--- src/rtl/precision_farming_asic_if.sv ---
// Tiny Tapeout pin bundle for the precision-farming ASIC.
// Signals:
//   ena      tile enable (unused by the design)
//   ui_in    sensor reading (mode 0) or pixel byte (mode 1)
//   uio_in   [7]=mode_select [6]=vsync [5]=href [1:0]=sensor_sel
//   uo_out   [7]=alert [6]=ready [5]=mode [4]=harvest [3:0]=fault/hidden
//   uio_out  bidirectional outputs (constant 0)
//   uio_oe   bidirectional output enables (constant 0)
interface precision_farming_asic_if;
    logic       ena;
    logic [7:0] ui_in;
    logic [7:0] uio_in;
    logic [7:0] uo_out;
    logic [7:0] uio_out;
    logic [7:0] uio_oe;

    modport master (output ena, ui_in, uio_in, input uo_out, uio_out, uio_oe);
    modport slave  (input ena, ui_in, uio_in, output uo_out, uio_out, uio_oe);
endinterface

--- src/rtl/precision_farming_asic.sv ---
// Precision-farming sensor/vision tile.
// Mode 0: four multiplexed field sensors, 4-sample moving average, baseline
// deviation graded into a 3-bit fault level and an alert flag.
// Mode 1: camera byte stream, green-pixel ratio per frame, 4-neuron
// harvest-readiness classifier.
// Ports:
//   clk    system / pixel clock
//   rst_n  asynchronous active-low reset
//   bus    Tiny Tapeout pins (slave side of precision_farming_asic_if)
module precision_farming_asic (
    input  logic                           clk,
    input  logic                           rst_n,
    precision_farming_asic_if.slave        bus
);
    localparam int unsigned NUM_SENSORS  = 4;
    localparam int unsigned HIST_DEPTH   = 4;
    localparam int unsigned CNT_W        = 16;
    localparam int unsigned IDLE_TIMEOUT = 32;
    localparam int unsigned IDLE_W       = 5;
    localparam int unsigned DIV_STEPS    = 5;
    localparam int unsigned REM_W        = CNT_W + 1;

    localparam logic [3:0] T0 = 4'd4;
    localparam logic [3:0] T1 = 4'd8;
    localparam logic [3:0] T2 = 4'd11;
    localparam logic [3:0] T3 = 4'd14;
    localparam logic [2:0] W0 = 3'd1;
    localparam logic [2:0] W1 = 3'd1;
    localparam logic [2:0] W2 = 3'd2;
    localparam logic [2:0] W3 = 3'd2;
    localparam logic [2:0] HARVEST_TH  = 3'd4;
    localparam logic [7:0] DEV_MAX     = 8'd112;
    localparam logic [2:0] ALERT_LEVEL = 3'd3;

    // Only the three previous samples are stored; the fourth is the live input.
    logic [NUM_SENSORS-1:0][HIST_DEPTH-2:0][7:0] hist_q;
    logic [NUM_SENSORS-1:0][2:0]                 samp_cnt_q;
    logic [NUM_SENSORS-1:0][7:0]                 base_q;
    logic [NUM_SENSORS-1:0]                      base_vld_q;

    logic              ready_q;
    logic              mode_q;
    logic              vsync_q;
    logic [2:0]        fault_q;
    logic              alert_q;
    logic [CNT_W-1:0]  pix_cnt_q;
    logic [CNT_W-1:0]  green_cnt_q;
    logic [IDLE_W-1:0] idle_cnt_q;
    logic              armed_q;
    logic              div_busy_q;
    logic [2:0]        div_step_q;
    logic [REM_W-1:0]  div_rem_q;
    logic [CNT_W-1:0]  div_den_q;
    logic [3:0]        div_quo_q;
    logic [3:0]        hidden_q;
    logic              harvest_q;

    logic [1:0]        sel;
    logic              href;
    logic [9:0]        sum_c;
    logic [7:0]        avg_c;
    logic [7:0]        base_c;
    logic [7:0]        dev_c;
    logic              base_latch_c;
    logic              base_vld_c;
    logic [2:0]        fault_c;
    logic              vs_rise_c;
    logic              green_c;
    logic              idle_end_c;
    logic              frame_end_c;
    logic              div_ge_c;
    logic [REM_W-1:0]  div_diff_c;
    logic [4:0]        quo_c;
    logic [3:0]        ratio_c;
    logic [3:0]        hidden_c;
    logic [2:0]        score_c;
    logic              harvest_c;

    // Sensor path: average including the live sample, deviation from baseline.
    always_comb begin
        sel          = bus.uio_in[1:0];
        base_latch_c = (samp_cnt_q[sel] == 3'd3);
        sum_c        = 10'(bus.ui_in) + 10'(hist_q[sel][0]) + 10'(hist_q[sel][1])
                     + 10'(hist_q[sel][2]);
        avg_c        = 8'(sum_c >> 2);
        base_c       = base_latch_c ? avg_c : base_q[sel];
        base_vld_c   = base_vld_q[sel] | base_latch_c;
        dev_c        = (avg_c >= base_c) ? (avg_c - base_c) : (base_c - avg_c);
        fault_c      = 3'd0;
        if (base_vld_c) begin
            fault_c = (dev_c >= DEV_MAX) ? 3'd7 : dev_c[6:4];
        end
    end

    // Camera framing and one restoring-divide step per cycle.
    always_comb begin
        href        = bus.uio_in[5];
        vs_rise_c   = bus.uio_in[6] & ~vsync_q;
        green_c     = (bus.ui_in[5:3] >= 3'd4) && (bus.ui_in[7:6] <= 2'd1);
        idle_end_c  = !href && (idle_cnt_q == IDLE_W'(IDLE_TIMEOUT - 1));
        frame_end_c = mode_q && armed_q && (pix_cnt_q != '0) && (vs_rise_c || idle_end_c);

        // First step compares green against pix (quotient bit 4), later steps shift.
        div_ge_c   = (div_rem_q >= REM_W'(div_den_q));
        div_diff_c = div_ge_c ? (div_rem_q - REM_W'(div_den_q)) : div_rem_q;
        quo_c      = {div_quo_q, div_ge_c};
        ratio_c    = quo_c[4] ? 4'd15 : quo_c[3:0];
        hidden_c   = {ratio_c >= T3, ratio_c >= T2, ratio_c >= T1, ratio_c >= T0};
        score_c    = (hidden_c[0] ? W0 : 3'd0) + (hidden_c[1] ? W1 : 3'd0)
                   + (hidden_c[2] ? W2 : 3'd0) + (hidden_c[3] ? W3 : 3'd0);
        harvest_c  = (score_c >= HARVEST_TH);
    end

    always_ff @(posedge clk or negedge rst_n) begin
        if (!rst_n) begin
            hist_q      <= '0;
            samp_cnt_q  <= '0;
            base_q      <= '0;
            base_vld_q  <= '0;
            ready_q     <= 1'b0;
            mode_q      <= 1'b0;
            vsync_q     <= 1'b0;
            fault_q     <= '0;
            alert_q     <= 1'b0;
            pix_cnt_q   <= '0;
            green_cnt_q <= '0;
            idle_cnt_q  <= '0;
            armed_q     <= 1'b0;
            div_busy_q  <= 1'b0;
            div_step_q  <= '0;
            div_rem_q   <= '0;
            div_den_q   <= '0;
            div_quo_q   <= '0;
            hidden_q    <= '0;
            harvest_q   <= 1'b0;
        end else begin
            ready_q <= 1'b1;
            mode_q  <= bus.uio_in[7];
            vsync_q <= bus.uio_in[6];

            if (!mode_q) begin
                hist_q[sel][2] <= hist_q[sel][1];
                hist_q[sel][1] <= hist_q[sel][0];
                hist_q[sel][0] <= bus.ui_in;
                if (samp_cnt_q[sel] != 3'(HIST_DEPTH)) begin
                    samp_cnt_q[sel] <= samp_cnt_q[sel] + 3'd1;
                end
                if (base_latch_c) begin
                    base_q[sel]     <= avg_c;
                    base_vld_q[sel] <= 1'b1;
                end
                fault_q <= fault_c;
                alert_q <= (fault_c >= ALERT_LEVEL);
            end

            if (div_busy_q) begin
                div_quo_q <= quo_c[3:0];
                div_rem_q <= REM_W'(div_diff_c << 1);
                if (div_step_q == 3'(DIV_STEPS - 1)) begin
                    div_busy_q <= 1'b0;
                    hidden_q   <= hidden_c;
                    harvest_q  <= harvest_c;
                end else begin
                    div_step_q <= div_step_q + 3'd1;
                end
            end

            if (mode_q) begin
                // Old frame is captured into the divider before the vsync clear.
                if (frame_end_c) begin
                    div_busy_q <= 1'b1;
                    div_step_q <= '0;
                    div_rem_q  <= REM_W'(green_cnt_q);
                    div_den_q  <= pix_cnt_q;
                    div_quo_q  <= '0;
                    armed_q    <= 1'b0;
                    idle_cnt_q <= '0;
                end
                if (vs_rise_c) begin
                    pix_cnt_q   <= '0;
                    green_cnt_q <= '0;
                    idle_cnt_q  <= '0;
                    armed_q     <= 1'b1;
                end else if (armed_q && href) begin
                    if (pix_cnt_q != '1) begin
                        pix_cnt_q <= pix_cnt_q + CNT_W'(1);
                    end
                    if (green_c && (green_cnt_q != '1)) begin
                        green_cnt_q <= green_cnt_q + CNT_W'(1);
                    end
                    idle_cnt_q <= '0;
                end else if (armed_q && (pix_cnt_q != '0) && !frame_end_c) begin
                    idle_cnt_q <= idle_cnt_q + IDLE_W'(1);
                end
            end
        end
    end

    assign bus.uo_out  = {alert_q, ready_q, mode_q, harvest_q,
                          mode_q ? hidden_q : {fault_q, 1'b0}};
    assign bus.uio_out = '0;
    assign bus.uio_oe  = '0;

    logic unused_pins;
    assign unused_pins = &{1'b0, bus.ena, bus.uio_in[4:2]};

endmodule

--- src/flat_wrapper.sv ---
// flat-port wrapper written by rule: the top's interface ports become plain ports
module precision_farming_asic_flat 
  (clk, rst_n, bus_ena, bus_ui_in, bus_uio_in, bus_uo_out, bus_uio_out, bus_uio_oe);
  precision_farming_asic_if bus_i ();
  input  logic clk;
  input  logic rst_n;
  input wire logic [$bits(bus_i.ena)-1:0] bus_ena;
  input wire logic [$bits(bus_i.ui_in)-1:0] bus_ui_in;
  input wire logic [$bits(bus_i.uio_in)-1:0] bus_uio_in;
  output wire logic [$bits(bus_i.uo_out)-1:0] bus_uo_out;
  output wire logic [$bits(bus_i.uio_out)-1:0] bus_uio_out;
  output wire logic [$bits(bus_i.uio_oe)-1:0] bus_uio_oe;
  assign bus_i.ena = bus_ena;
  assign bus_i.ui_in = bus_ui_in;
  assign bus_i.uio_in = bus_uio_in;
  assign bus_uo_out = bus_i.uo_out;
  assign bus_uio_out = bus_i.uio_out;
  assign bus_uio_oe = bus_i.uio_oe;
  precision_farming_asic u_core (.clk(clk), .rst_n(rst_n), .bus(bus_i));
endmodule
--- config.mk ---
export PLATFORM = sky130hd
export DESIGN_NAME = precision_farming_asic_flat
export DESIGN_NICKNAME = d
export VERILOG_FILES = /design/src/rtl/precision_farming_asic_if.sv /design/src/rtl/precision_farming_asic.sv /design/src/flat_wrapper.sv
export SDC_FILE = /design/constraint.sdc
export NUM_CORES = 1
export LEC_CHECK = 0
export BUFFER_PORTS_ARGS = -buffer_cell sky130_fd_sc_hd__buf_2
export CORE_MARGIN = 10
export CORE_UTILIZATION = 60
export CTS_CLUSTER_SIZE = 20
export DETAILED_ROUTE_END_ITERATION = 7
export PLACE_DENSITY_LB_ADDON = 0.25
export SLEW_MARGIN = 20
export SYNTH_ARGS = -nofsm -noshare
export SYNTH_HDL_FRONTEND = slang
export SYNTH_SLANG_ARGS = --single-unit
--- constraint.sdc ---
create_clock -name clk -period 8.59 [get_ports clk]
set_input_delay 0.4295 -clock clk [delete_from_list [all_inputs] [get_ports clk]]
set_output_delay 0.4295 -clock clk [all_outputs]
set_load 0.05 [all_outputs]
==> results.json, run 1 <==
{
  "status": "complete, no violations",
  "regToRegEndpoint": "u_core.alert_q",
  "timing.hold.ws_ns": 0.0536,
  "grt_pass1_wl_mm": 44.2,
  "synth_compound_area_share_pct": 10.2,
  "die_h_um": 166,
  "cap_violations": 0,
  "utilization_pct": 66.5,
  "synth-simple-area-share_pct": 11.5,
  "place_congestion": 0.839,
  "rsz0062_at_grt": "no",
  "critical_path.startpoint_type": "input port",
  "drv_slew": 0,
  "fin_ws_ns": 2.42,
  "antenna_found_initial": 0,
  "avgSynthCellArea_um2": 10.9,
  "htreeDepth": 1,
  "crit_slowest_cell": "mux4_2",
  "hold_viol": 0,
  "post_cts_buffers": 0,
  "postRouteAntennaNets": 0,
  "drc": 0,
  "grtUsageTotal_pct": 18.6,
  "vias": 8589,
  "vias_per_cell": 5.81,
  "clk_latency_ns": 0.52,
  "layout_min_cycle_time_ns": 6.17,
  "worstHoldPathType": "input port to flip-flop",
  "layout_common_cells": "dfrtp_1, nand2_1, mux2_2",
  "synth_mux_area_share_pct": 17.3,
  "io_buffers": 22,
  "drive_gt1_share_pct": 18.9,
  "clockRootBuffer": "clkbuf_16",
  "hold_start": "bus_uio_in[6]",
  "synth.cell_area_um2": 12800,
  "core_um2": 21000,
  "row_count": 53,
  "r2r_setup_slack_ns": 2.51,
  "critPathMaxStageDelay_ns": 0.65,
  "pre_cts_slack_ns": 1.95,
  "ctsHoldBuffers": 2,
  "ys_types": 61,
  "areaGrowthSynthToFinish_pct": 9.19,
  "tns_ns": 0,
  "diodes": 0,
  "cts_buffers": 25,
  "path_cells": "buf_2, buf_4, mux4_2, ha_1, a21oi_1, xnor2_1, fa_1, ha_1, nor2_1, nor2_1, o41a_1, xor2_1, mux2_2, inv_1, ha_1, nand2_1, inv_1, a221oi_1, o31ai_1, mux2_2, mux2i_1, o21ai_1, a221o_1",
  "fin_crit_sh_pct": 71.8,
  "synth_adder_area_share_pct": 7.25,
  "ys_ff_latch": 235,
  "r2r_cells": 24,
  "reg2reg_from": "u_core.hist_q[49]",
  "layout.nets": 1274,
  "wl_per_cell_um": 17.3,
  "min_path_cells": 1,
  "wirelength_mm": 25.5,
  "die_area_um2": 27500,
  "ys_warn_count": 0,
  "crit_top_cell": "ha_1",
  "synthCells": 1171,
  "grt_max_degree": 85,
  "tritoncts": "built",
  "setup_viol": 0,
  "io_pins": 43,
  "min_to": "u_core.vsync_q",
  "cts-resized-gates": 0,
  "gr-total-overflow": 0,
  "grt_pass1_vias": 8835,
  "synth_edf_count": 0,
  "tightest_slew_ns": 0.933,
  "synth_flop_cell": "dfrtp_1",
  "cp.arrival_ns": 6.57,
  "synth_top_family_by_area": "multiplexers",
  "endpoint_kind": "flip-flop",
  "place_hpwl_mm": 17.0,
  "async_flop_share_pct": 100,
  "max_freq_mhz": 162,
  "cts.sinks": 235,
  "relSlewSlack_pct": 37.8,
  "synthXorXnorAreaFrac_pct": 3.22,
  "crit_type": "input port to flip-flop",
  "initial_core_util_pct": 60.9,
  "clockBufferDepth": 3,
  "drtIter0Drc": 509,
  "clk_pin_slew_ns": 0.06,
  "skew_ns": 0.0127,
  "crit_path_max_fanout": 34,
  "cp.required_ns": 8.99,
  "die_width_um": 166,
  "yosysSeqAreaShare_pct": 46.1,
  "final_common_cell": "dfrtp_1",
  "drtPass1Iterations": 5
}
-- per-layer routing --
metal / track usage, % / share of wire, %
met1: 25.1 / 46
met2: 30.3 / 47
met3: 3.17 / 4.4
met4: 5.01 / 2.3
met5: 0 / 0
-- cell families after synthesis --
group                      Yosys count
muxes                              163
xor gates and xnor gates            47
DFF                                235
buffers and inverters              129
other                                2
and+or+nand+nor                    312
adders and majority gates           68
AOI/OAI and AO/OA                  215
-- through the flow --
step	instances	area [um2]
2_1_floorplan	1186	12800
3_3_place_gp	1432	13100
3_5_place_dp	1432	13100
4_1_cts	1478	13900
5_1_grt	1479	13900
6_report	1479	13900
-- synth_stat cells (11+ instances only) --
cell type	count	area, um2
nor2_1	70	263
a21o_1	24	180
nand3_1	21	105
o21ai_0	81	405
xnor2_1	20	175
buf_4	20	150
inv_1	64	240
nand4_1	11	68.8
nor3_1	13	65.1
a21oi_1	50	250
dfrtp_1	235	5880
mux2_2	103	1160
nor2b_1	17	106
nand2b_1	11	68.8
nand2_1	120	450
clkbuf_1	37	139
mux4_2	36	811
xor2_1	27	236
mux2i_1	23	230
a211oi_1	11	82.6
ha_1	58	726
-- state kept, by name (all words and copies together) (netlist names), 3 cells and up --
| signal | count |
|---|---|
| u_core.base_q | 32 |
| u_core.div_quo_q | 4 |
| u_core.pix_cnt_q | 16 |
| u_core.div_rem_q | 17 |
| u_core.green_cnt_q | 16 |
| u_core.base_vld_q | 4 |
| u_core.hidden_q | 4 |
| u_core.samp_cnt_q | 12 |
| u_core.div_den_q | 16 |
| u_core.idle_cnt_q | 5 |
| u_core.hist_q | 96 |
| u_core.fault_q | 3 |
| u_core.div_step_q | 3 |
-- worst max-delay path, delay by kind of cell --
| kind | cells | cell delay, ns |
|---|---|---|
| xor+xnor | 2 | 0.44 |
| fa+ha+maj | 4 | 1.50 |
| compound gates | 6 | 1.51 |
| mux | 4 | 1.41 |
| buf+inv | 4 | 1.01 |
| simple gates | 3 | 0.24 |
-- final cells by class --
cell class / instances / area [um2]
repair buffers: 36 / 250
multi-input cells: 822 / 6400
clock inverters: 6 / 55.1
flip-flops and latches: 235 / 5880
fillers: 1618 / 7020
clock buffers: 38 / 754
inverters: 67 / 251
well taps: 275 / 344
-- worst max-delay path by stage --
stage | depth (start not counted) | endpoint | start | slack, ns
finish | 23 | u_core.alert_q | bus_uio_in[0] | 2.42
global route | 23 | u_core.alert_q | bus_uio_in[0] | 1.94
CTS | 23 | u_core.alert_q | bus_uio_in[0] | 2.47
detailed placement | 23 | u_core.alert_q | bus_uio_in[0] | 1.95
global placement | 23 | u_core.alert_q | bus_uio_in[0] | 2.04
floorplan | 23 | u_core.alert_q | bus_uio_in[0] | 2.12
Power of run 1 is not shown: default switching activity piles up to over one toggle a cycle in this logic, so the estimate is an artifact.
==> run 2, diff against run 1 <==
--- a/config.mk
+++ b/config.mk
@@ -5,9 +5,10 @@
 export SDC_FILE = /design/constraint.sdc
 export NUM_CORES = 1
 export LEC_CHECK = 0
+export ABC_AREA = 1
 export BUFFER_PORTS_ARGS = -buffer_cell sky130_fd_sc_hd__buf_2
 export CORE_MARGIN = 10
-export CORE_UTILIZATION = 60
+export CORE_UTILIZATION = 57
 export CTS_CLUSTER_SIZE = 20
 export DETAILED_ROUTE_END_ITERATION = 7
 export PLACE_DENSITY_LB_ADDON = 0.25
==> constraint.sdc (replaced) <==
create_clock -name clk -period 5.2 [get_ports clk]
set_input_delay 0.26 -clock clk [delete_from_list [all_inputs] [get_ports clk]]
set_output_delay 0.26 -clock clk [all_outputs]
set_load 0.05 [all_outputs]
==> run 2 against run 1 <==
Compared with the run above:
- first-iteration DRC count increased by 76%
- utilization decreased by 0.92 points
- setup slack got worse by 2.1 ns
- worst hold slack got worse by 0.019 ns
- critical endpoint is now u_core.fault_q[0]
==> results.json, run 2 <==
{
  "wirelength_mm": 31.8,
  "drc": 0,
  "synth_top_family_by_area": "simple AND/OR/NAND/NOR gates",
  "min_path_cells": 3,
  "r2r_cells": 28,
  "synth_mux_area_share_pct": 0,
  "place_hpwl_mm": 21.2,
  "place_congestion": 0.883,
  "layout_common_cells": "nand2_1, dfrtp_1, inv_1",
  "yosysSeqAreaShare_pct": 44.9,
  "cp.arrival_ns": 5.30,
  "gr-total-overflow": 0,
  "critPathMaxStageDelay_ns": 0.46,
  "swShare_pct": 42.6,
  "crit_path_max_fanout": 4,
  "drtIter0Drc": 896,
  "drive_gt1_share_pct": 12.1,
  "top_register": "u_core.hist_q",
  "synthXorXnorAreaFrac_pct": 2.06,
  "reg_top3": "u_core.hist_q (96), u_core.base_q (32), u_core.div_rem_q (17)",
  "synth-simple-area-share_pct": 21.0,
  "largest_reg_flops": 96,
  "grt_pass1_vias": 10500,
  "grt_max_degree": 159,
  "cts_buffers": 26,
  "p_total_uw": 9880,
  "placed_area_um2": 13600,
  "crit_top_cell": "nand2_1",
  "status": "complete, no violations",
  "cp_num_buf_inv": 3,
  "postRouteAntennaNets": 0,
  "synthTopCellsByCount": "nand2_1, dfrtp_1, inv_1, o21ai_0, nor2_1",
  "worstSetupPathDepth": 28,
  "ys_types": 59,
  "die_width_um": 172,
  "layout_min_cycle_time_ns": 4.90,
  "synth_adder_area_share_pct": 7.07,
  "instances_no_fill": 1982,
  "final_common_cell": "nand2_1",
  "endpoint_kind": "flip-flop",
  "synthCells": 1628,
  "row_count": 55,
  "tightest_slew_ns": 0.961,
  "ys_top_cells_by_area": "dfrtp_1, nand2_1, o21ai_0",
  "power.density_nw_per_um2": 665,
  "worstHoldPathType": "input port to flip-flop",
  "place_inst": 1925,
  "final_cell_area_um2": 14900,
  "ys_ff_latch": 235,
  "htreeDepth": 1,
  "die_area_um2": 29400,
  "tritoncts": "built",
  "fillCellCount": 1881,
  "avgSynthCellArea_um2": 8.04,
  "hold_viol": 0,
  "cts.sinks": 235,
  "vias": 10967,
  "skew_ns": 0.00898,
  "drv_slew": 0,
  "power_leakage_uw": 0.00739,
  "grt_pass1_wl_mm": 52.6,
  "synth.cell_area_um2": 13100,
  "synthMostInstantiatedCell": "nand2_1",
  "power_frac_seq_pct": 26.6,
  "clockPowerShare_pct": 20.1,
  "relSlewSlack_pct": 35.9,
  "vias_per_cell": 5.53,
  "grtUsageTotal_pct": 21.7,
  "critical_path.startpoint_type": "flip-flop",
  "clk_pin_slew_ns": 0.06,
  "synth_compound_area_share_pct": 15.4,
  "cap_violations": 0,
  "initial_core_util_pct": 57.8,
  "synth_flop_cell": "dfrtp_1",
  "synth_edf_count": 0,
  "clk_latency_ns": 0.54,
  "critPathTopFamily": "adder cells",
  "ys_warn_count": 0,
  "layout.nets": 1764,
  "p_switching_uw": 4210,
  "drtPass1Iterations": 6,
  "tns_ns": 0,
  "max-vdd-ir-drop_v": 0.000453,
  "clockBufferDepth": 3,
  "cp.required_ns": 5.60,
  "io_buffers": 22,
  "fin_crit_sh_pct": 94.3,
  "pwr-share-comb_pct": 53.3,
  "crit_slowest_cell": "fa_1",
  "clockRootBuffer": "clkbuf_16",
  "setup_viol": 0,
  "yosysTopAreaCellShare_pct": 44.9,
  "async_flop_share_pct": 100,
  "max_freq_mhz": 204,
  "yosys.area.top_type": "dfrtp_1",
  "diodes": 0,
  "areaGrowthSynthToFinish_pct": 13.5,
  "wl_per_cell_um": 16.0,
  "antenna_found_initial": 0,
  "die_h_um": 172,
  "crit_type": "flip-flop to flip-flop",
  "core_um2": 22600,
  "io_pins": 43,
  "p_int_uw": 5660,
  "timing.hold.ws_ns": 0.0349
}
[run 2: power by group through the flow]
stage	registers (uW)	logic, uW	clock network (uW)
2_1_floorplan	2560	3600	0
3_3_place_gp	2630	4730	0
3_5_place_dp	2640	4850	0
4_1_cts	2620	4900	2020
5_1_grt	2680	5970	2100
6_report	2620	5260	1990
[run 2: worst paths after layout]
check	startpoint	end	slack, ns
hold reg to reg	u_core.base_vld_q[1]	u_core.base_vld_q[1]	0.45
min in group asynchronous	rst_n	u_core.ready_q	0.28
setup reg to reg	u_core.hist_q[0]	u_core.fault_q[0]	0.30
setup / recovery	u_core.hist_q[0]	u_core.fault_q[0]	0.30
max in group asynchronous	rst_n	u_core.pix_cnt_q[0]	3.68
hold / removal	bus_ui_in[1]	u_core.hist_q[73]	0.03
[run 2: what timing repair did]
action                                 4_1_cts  5_1_grt
hold buffers                                 5        0
endpoints found under the hold margin       81        0
buffers inserted                             0        4
resized for setup                            0       41
setup endpoints to repair                    0        4
[run 2: cell families after synthesis]
kind of cell    Yosys count
flops                   235
other cells               2
compound gates          344
fa+ha+maj                68
buf+inv                 306
simple gates            643
xor+xnor                 30
[run 2: worst min-delay path, delay by kind of cell]
family                 cells  cell delay (ns)
AND/OR/NAND/NOR            1             0.06
AO/OA/AOI/OAI              1             0.07
buffers and inverters      1             0.14
[run 2: per-stage QoR]
step	setup WS (ns)	util (%)
2_1_floorplan	0.0510	-
3_3_place_gp	-0.0106	60.3
3_5_place_dp	-0.139	60.3
4_1_cts	0.119	64.7
5_1_grt	-0.0703	65.6
6_report	0.297	65.6
[run 2: routing by layer]
layer  GRT usage, %  up-vias  wire length (um)
li1               -     5359                 -
met2           34.0      337             14500
met1           30.7     5210             14500
met3           3.44       61              2150
met4           5.44        0               675
met5              0        -                 0
[run 2: area by class of cell]
class,count,area (um2),share of cell area (%)
inverter,231,870,5.86
clock inverter,12,171,1.15
tap,285,357,2.40
clock buffer,36,769,5.18
sequential,235,5880,39.6
multi-input combinational,1102,6220,41.9
timing repair buffer,81,588,3.96
No activity file was read; power rests on OpenSTA's default activity.
==> run 3, diff against run 2 <==
--- a/config.mk
+++ b/config.mk
@@ -5,13 +5,12 @@
 export SDC_FILE = /design/constraint.sdc
 export NUM_CORES = 1
 export LEC_CHECK = 0
-export ABC_AREA = 1
 export BUFFER_PORTS_ARGS = -buffer_cell sky130_fd_sc_hd__buf_2
 export CORE_MARGIN = 10
 export CORE_UTILIZATION = 57
 export CTS_CLUSTER_SIZE = 20
 export DETAILED_ROUTE_END_ITERATION = 7
-export PLACE_DENSITY_LB_ADDON = 0.25
+export PLACE_DENSITY = 0.76
 export SLEW_MARGIN = 20
 export SYNTH_ARGS = -nofsm -noshare
 export SYNTH_HDL_FRONTEND = slang
==> run 3 against run 2 <==
Compared with the run above:
- the flow now finishes with violations (setup timing)
- count of clock-buffer cells in the layout increased by 1
- worst hold slack got worse by 0.019 ns
- via count down 18%
- non-clock buffer count rose by 20
- die area shrank 2.2%
- utilization rose by 1.7 points
- global-route usage is 2.0 points lower
- register-to-register slack worse by 0.68 ns
- cell count decreased by 22%
- routed wire length is 12% lower
- setup slack got worse by 0.68 ns
- first-iteration DRC count fell by 41%
==> results.json, run 3 (synthesized netlist as in run 1, its figures left out) <==
{
  "areaGrowthSynthToFinish_pct": 15.8,
  "fin_ws_ns": -0.382,
  "layout_common_cells": "dfrtp_1, nand2_1, mux2_2",
  "row_count": 54,
  "initial_core_util_pct": 58.1,
  "multi_input_comb_area_um2": 6700,
  "setup_viol": 4,
  "place_hpwl_mm": 18.8,
  "drtIter0Drc": 530,
  "clockRootBuffer": "clkbuf_16",
  "die_width_um": 170,
  "wl_per_cell_um": 18.0,
  "gr-usage-met3_pct": 2.74,
  "drv_slew": 0,
  "hold_start": "bus_ui_in[4]",
  "tritoncts": "built",
  "die_h_um": 170,
  "layout_min_cycle_time_ns": 5.58,
  "cp_num_buf_inv": 1,
  "core_um2": 22000,
  "top_register": "u_core.hist_q",
  "drive_gt1_share_pct": 26.8,
  "r2r_cells": 24,
  "min_path_cells": 3,
  "crit_type": "flip-flop to flip-flop",
  "r2r_setup_slack_ns": -0.38,
  "relSlewSlack_pct": 42.9,
  "vias_per_cell": 5.81,
  "cp.required_ns": 5.61,
  "crit_top_cell": "a21oi_2",
  "skew_ns": 0.0134,
  "rsz0062_at_grt": "yes",
  "wirelength_mm": 28.0,
  "grt_max_degree": 130,
  "pre_cts_slack_ns": -0.432,
  "critPathMaxStageDelay_ns": 0.51,
  "place_congestion": 0.877,
  "grt.busiest_layer": "met2",
  "cp.arrival_ns": 5.99,
  "gr-total-overflow": 0,
  "antenna_found_initial": 0,
  "critical_path.startpoint_type": "flip-flop",
  "clk_pin_slew_ns": 0.06,
  "fin_crit_sh_pct": 107,
  "endpoint_kind": "flip-flop",
  "critPathTopFamily": "compound AO/OA/AOI/OAI gates",
  "final_common_cell": "dfrtp_1",
  "io_buffers": 22,
  "path_cells": "mux4_2, ha_4, fa_2, a21oi_2, nor2_1, nor2_2, o21bai_1, a21oi_2, xor2_2, fa_1, inv_2, ha_4, o21a_1, a211o_4, a21oi_4, ha_1, a21oi_2, o21bai_4, a21oi_2, o21ai_2, o21bai_1, a21oi_1, o21ai_2, a221o_1",
  "diodes": 0,
  "largest_reg_flops": 96,
  "status": "complete, but fails checks",
  "drtPass1Iterations": 5,
  "instances_no_fill": 1551,
  "cts_buffers": 26,
  "worstSetupPathDepth": 24,
  "grtUsageTotal_pct": 19.6,
  "reg_top3": "u_core.hist_q (96), u_core.base_q (32), u_core.div_rem_q (17)",
  "drc": 0,
  "failed_checks": "setup timing",
  "die_area_um2": 28800,
  "cap_violations": 0,
  "clockBufferDepth": 3,
  "tns_ns": -1.34,
  "hold_viol": 0,
  "crit_slowest_cell": "mux4_2",
  "postRouteAntennaNets": 0,
  "htreeDepth": 1,
  "fillCellCount": 1579,
  "vias": 9008,
  "clk_latency_ns": 0.54,
  "reg2reg_from": "u_core.hist_q[48]",
  "startpoint": "u_core.hist_q[48]",
  "timing.hold.ws_ns": 0.0156,
  "grt_use_met1_pct": 24.9,
  "io_pins": 43,
  "max_freq_mhz": 179,
  "place_inst": 1489,
  "grt_pass1_wl_mm": 47.1,
  "crit_path_max_fanout": 4,
  "worstHoldPathType": "input port to flip-flop",
  "grt_pass1_vias": 9401,
  "cts.sinks": 235,
  "tightest_slew_ns": 0.851,
  "layout.nets": 1340,
  "grt_use_met2_pct": 34.1,
  "regArea_um2": 5880
}
run 3: cell count changes in the layout (fill, tap and decap cells not counted), sizes merged, moves of 17 or more:
cell   change
nand2    -314
inv      -163
mux2     +103
o21ai     -99
nand3     -40
mux4      +36
a22oi     -25
mux2i     +24
a21o      +19
buf       +19
nor2b     +17
run 3: layout make-up:
class / count / area share [%]
Inverter: 67 / 1.70
Timing Repair Buffer: 101 / 5.06
Clock buffer: 37 / 5.15
Sequential cell: 235 / 39.8
Multi-Input combinational cell: 822 / 45.3
Clock inverter: 9 / 0.618
Tap cell: 280 / 2.37
run 3: stage by stage:
stage               util, %  area, um2
floorplan                 -      12900
global placement       61.8      13600
detailed placement     61.8      13600
CTS                    67.0      14700
global route           67.3      14800
finish                 67.3      14800
run 3: worst min-delay path, delay by kind of cell:
kind	cells	cell delay [ns]
buf+inv	1	0.14
simple gates	2	0.12
run 3: path summary, 6_finish.rpt:
check	end
max	u_core.alert_q
min	u_core.hist_q[76]
max reg2reg	u_core.alert_q
max in group asynchronous	u_core.hist_q[54]
min in group asynchronous	u_core.div_den_q[13]
min reg2reg	u_core.base_vld_q[3]
run 3: what timing repair did:
item | 4_1_cts | 5_1_grt
buffers inserted | 8 | 2
cloned | 0 | 0
hold buffers | 6 | 0
resized for setup | 34 | 9
pin swaps | 23 | 8
hold endpoints to repair | 111 | 0
setup endpoints to repair | 4 | 4
run 3: routing by layer:
layer / vias up / part of all wire (%)
li1: 4256 / -
met1: 4539 / 44
met2: 160 / 50
met3: 53 / 3.6
met4: 0 / 2.8
met5: - / 0
Power of run 3 is left out for the same reason.
